## config.mk

```make
export PLATFORM = sky130hd
export DESIGN_NAME = periph_read_arbiter
export DESIGN_NICKNAME = d
export VERILOG_FILES = /design/src/rtl/periph_read_arbiter.sv
export SDC_FILE = /design/constraint.sdc
export NUM_CORES = 1
export LEC_CHECK = 0
export CORE_ASPECT_RATIO = 0.75
export CORE_MARGIN = 2
export CORE_UTILIZATION = 50
export CTS_CLUSTER_DIAMETER = 50
export DETAILED_ROUTE_END_ITERATION = 10
export DONT_BUFFER_PORTS = 1
export SYNTH_ARGS = -nofsm -noshare
export SYNTH_HDL_FRONTEND = slang
export SYNTH_SLANG_ARGS = --single-unit
```

## constraint.sdc

```tcl
create_clock -name clk -period 1.85 [get_ports clk]
set_input_delay 0.37 -clock clk [delete_from_list [all_inputs] [get_ports clk]]
set_output_delay 0.37 -clock clk [all_outputs]
set_load 0.02 [all_outputs]
```

## src/rtl/periph_read_arbiter.sv

```systemverilog
// Round-robin read-return arbiter: grants one of R peripheral registers, drives the
// I/O read mux select, captures the chosen word and hands it to the CPU via valid/ready.
module periph_read_arbiter #(
  parameter int R = 2,
  parameter int T = 32,
  parameter int N = 1
) (
  input  logic           clk,
  input  logic           rst_n,
  input  logic [R-1:0]   req,
  input  logic [R*T-1:0] datain,
  input  logic           cpu_ready,
  output logic [R-1:0]   grant,
  output logic [N-1:0]   selection,
  output logic [T-1:0]   dataout,
  output logic           valid
);

  if (R > (1 << N)) begin : g_bad_sel_width
    $error("periph_read_arbiter: R=%0d does not fit in N=%0d select bits", R, N);
  end

  typedef enum logic [1:0] {IDLE, CAPTURE, WAIT} state_t;

  state_t       state, state_nxt;
  logic [N-1:0] last;
  logic [N-1:0] pick;
  logic         hit;
  logic [R-1:0] pick_oh;
  logic [T-1:0] word [R];

  for (genvar i = 0; i < R; i++) begin : g_word
    assign word[i] = datain[i*T +: T];
  end

  // Slot o positions after the last served requester, wrapping at R.
  function automatic logic [N-1:0] rr_slot(input logic [N-1:0] base, input int o);
    int s;
    s = int'(base) + 1 + o;
    if (s >= R) s = s - R;
    return N'(s);
  endfunction

  // Scan from farthest to nearest so the nearest set request wins.
  always_comb begin
    pick = '0;
    hit  = 1'b0;
    for (int o = R-1; o >= 0; o--) begin
      if (req[rr_slot(last, o)]) begin
        pick = rr_slot(last, o);
        hit  = 1'b1;
      end
    end
  end

  always_comb begin
    pick_oh       = '0;
    pick_oh[pick] = 1'b1;
  end

  always_ff @(posedge clk or negedge rst_n) begin
    if (!rst_n) state <= IDLE;
    else        state <= state_nxt;
  end

  always_comb begin
    state_nxt = state;
    case (state)
      IDLE:    if (hit) state_nxt = CAPTURE;
      CAPTURE: state_nxt = WAIT;
      WAIT:    if (valid && cpu_ready) state_nxt = IDLE;
      default: state_nxt = IDLE;
    endcase
  end

  // selection is left at k after acceptance so the read mux never glitches.
  always_ff @(posedge clk or negedge rst_n) begin
    if (!rst_n) begin
      grant     <= '0;
      selection <= '0;
      dataout   <= '0;
      valid     <= 1'b0;
      last      <= N'(R-1);
    end else begin
      case (state)
        IDLE: begin
          if (hit) begin
            grant     <= pick_oh;
            selection <= pick;
          end
        end
        CAPTURE: begin
          dataout <= word[selection];
          valid   <= 1'b1;
        end
        WAIT: begin
          if (valid && cpu_ready) begin
            valid <= 1'b0;
            grant <= '0;
            last  <= selection;
          end
        end
        default: ;
      endcase
    end
  end

endmodule

```

==> results_dict.tcl <==
set metrics [dict create \
    syn_avg_cell_area_sq_um 10.88 \
    antenna_found_initial 0 \
    multi_input_area_sq_um 715.7 \
    fin_setup_tns_ps 0 \
    fillers 307 \
    gp_congestion 0.7424 \
    gr-usage-met1_pct 20.42 \
    cts_tree "yes" \
    setup_viol 0 \
    firstDrtPassIters 4 \
    crit_chain "buf_12" \
    setup_slack_ps 428.5 \
    drive_gt1_share_pct 7.784 \
    grt-busiest-layer "met2" \
    grt_max_degree 67 \
    seq_area_frac_synth_pct 54.12 \
    io_buffers 0 \
    critPathBufInv 1 \
    nets 235 \
    worst_pin_slew_ps 572.7 \
    yosysUniqueCellTypes 20 \
    clk_pin_slew_ps 70 \
    period_needed_ps 1422 \
    hpwl_um 2552 \
    post_drt_wl_per_cell_um 16.86 \
    crit_slowest_cell "dfrtp_2" \
    reg2reg_from "state[1]$_DFFE_PN0P_" \
    core_area_sq_um 3378 \
    rsz0062_at_grt "no" \
    r2r_slack_ps 560 \
    syn_nets 235 \
    clk_latency_ps 280 \
    layout_common_cells "nand2_1, dfrtp_1, mux2i_1" \
    grt_pass1_wl_um 5375 \
    cp.depth 1 \
    worstRegToRegCells 3 \
    min_path_type "input pin to flop" \
    rr_endpoint "dataout[6]$_DFFE_PN0P_" \
    h-tree-depth 2 \
    relSlewSlack_pct 61.82 \
    leakage_nw 0.9389 \
    cts_buffer_depth 2 \
    critPathRequiredTime_ps 1480 \
    gr-usage-met2_pct 27.16 \
    critPathMaxFanout 18 \
    ff_latch_area_sq_um 978.4 \
    vias_per_cell 5.715 \
    cts_sinks 39 \
    start_util_pct 53.44 \
    postCtsSetupBuffers 0 \
    finalClockSkew_ps 3.176 \
    pre_cts_ws_ps 532.6 \
    vias 1183 \
    drt_iter0_markers 33 \
    critPathLaunch "selection$_DFFE_PN0P_" \
    ys_seq_elements 39 \
    yosys_warnings 0 \
    power_density_nw_per_um2 2006 \
    status "finished, final reports clean" \
    track_usage_pct 17.18 \
    max_freq_mhz 703.5 \
    cts-buffers-inserted 5 \
    peakVddDrop_mv 1.047 \
    rows 18 \
    path_delay_family "flip-flops" \
    overflow 0 \
    synthCells 166 \
    drc 0 \
    die_h_um 56.04 \
    antenna_cells 0 \
    hold_violations 0 \
    die_w_um 73.39 \
    floorplan.io_pins 105 \
    slew_viol_final 0 \
    cts.repair.resized 0 \
    grt_pass1_vias 1172 \
    worstSetupEndpoint "selection" \
    ant_nets 0 \
    end_kind "output port" \
    routed_wl_um 3491 \
    dieArea_sq_um 4113 \
    grtUsageMet3_pct 7.065 \
    crit_arrival_ps 1050 \
    critPathMaxStageDelay_ps 530 \
    syn-cell-area_sq_um 1805 \
    area_growth_pct 4.712 \
    cts_root_buffer "clkbuf_8" \
    drv_cap 0 \
    timing.final.crit_share_pct 76.84 \
    startpoint_type "flop" \
    critical_path_class "flop to output port" \
]
-- cells in the mapped netlist (all sizes together) --
master | count | area, sq um
a21boi | 3 | 22.52
or3b | 1 | 11.26
dfstp | 1 | 26.28
nand4b | 1 | 8.760
buf | 9 | 97.60
nand3 | 2 | 10.01
mux2i | 32 | 320.3
nand3b | 1 | 7.510
o21a | 1 | 7.510
inv | 2 | 7.510
nand2 | 37 | 138.9
nor2 | 1 | 3.750
nand2b | 2 | 20.02
clkbuf | 2 | 7.510
dfrtp | 38 | 950.9
o21ai | 33 | 165.2
-- layer usage --
metal | wire [um] | share of wire, % | vias up
li1 | - | - | 564
met1 | 1408 | 40 | 539
met2 | 1629 | 47 | 67
met3 | 381 | 11 | 13
met4 | 71 | 2.0 | 0
met5 | 0 | 0 | -
-- kinds of logic (layout without fill, tap and decap cells) --
group                  count (synthesis)  after routing  synth area share, %
muxes                                 32             32                17.74
and+or+nand+nor                       45             45                11.09
AOI/OAI and AO/OA                     37             37                10.81
DFF                                   39             39                54.12
buffers and inverters                 13             14                6.238
-- what timing repair did --
action                                 4_1_cts  5_1_grt
endpoints found under the hold margin       39        0
setup endpoints to repair                    0        0
hold buffers                                 2        0
-- sequential cells by signal, indices dropped and copies added, names as in the netlist --
register,cells
last,1
state,2
valid,1
grant,2
selection,1
dataout,32
-- cell type report --
cell class / count / share of cell area (%)
flip-flops and latches: 39 / 51.75
multi-input cells: 114 / 37.86
clock buffers: 7 / 4.037
repair buffers: 4 / 3.044
well taps: 40 / 2.647
inverters: 2 / 0.3971
clock inverters: 1 / 0.2647
-- per-stage QoR --
step	std cells	hold WS [ps]	instance area (sq um)	power (mW)	util, %
floorplan	166	74.41	1805	3.143	-
finish	207	211.6	1891	3.793	55.96
detailed placement	197	75.17	1779	3.284	52.67
global route	207	185.6	1891	4.078	55.96
global placement	197	75.07	1779	3.194	52.67
CTS	207	195.5	1891	3.841	55.96
-- power by group --
group	leakage (nW)	switching [mW]	total (mW)	internal, mW
Combinational	0.423	0.630	1.15	0.519
Sequential	0.473	0.816	2.11	1.29
Clock	0.0422	0.271	0.536	0.264
Total	0.939	1.72	3.79	2.08
-- worst min-delay path by stage --
stage	start	to	cells after the start
finish	req[1]	state[0]$_DFFE_PN0P_	1
global route	req[1]	state[0]$_DFFE_PN0P_	1
CTS	req[1]	state[0]$_DFFE_PN0P_	1
detailed placement	rst_n	state[0]$_DFFE_PN0P_	0
global placement	rst_n	state[0]$_DFFE_PN0P_	0
floorplan	rst_n	dataout[0]$_DFFE_PN0P_	0
(Power assumes the default switching activity.)
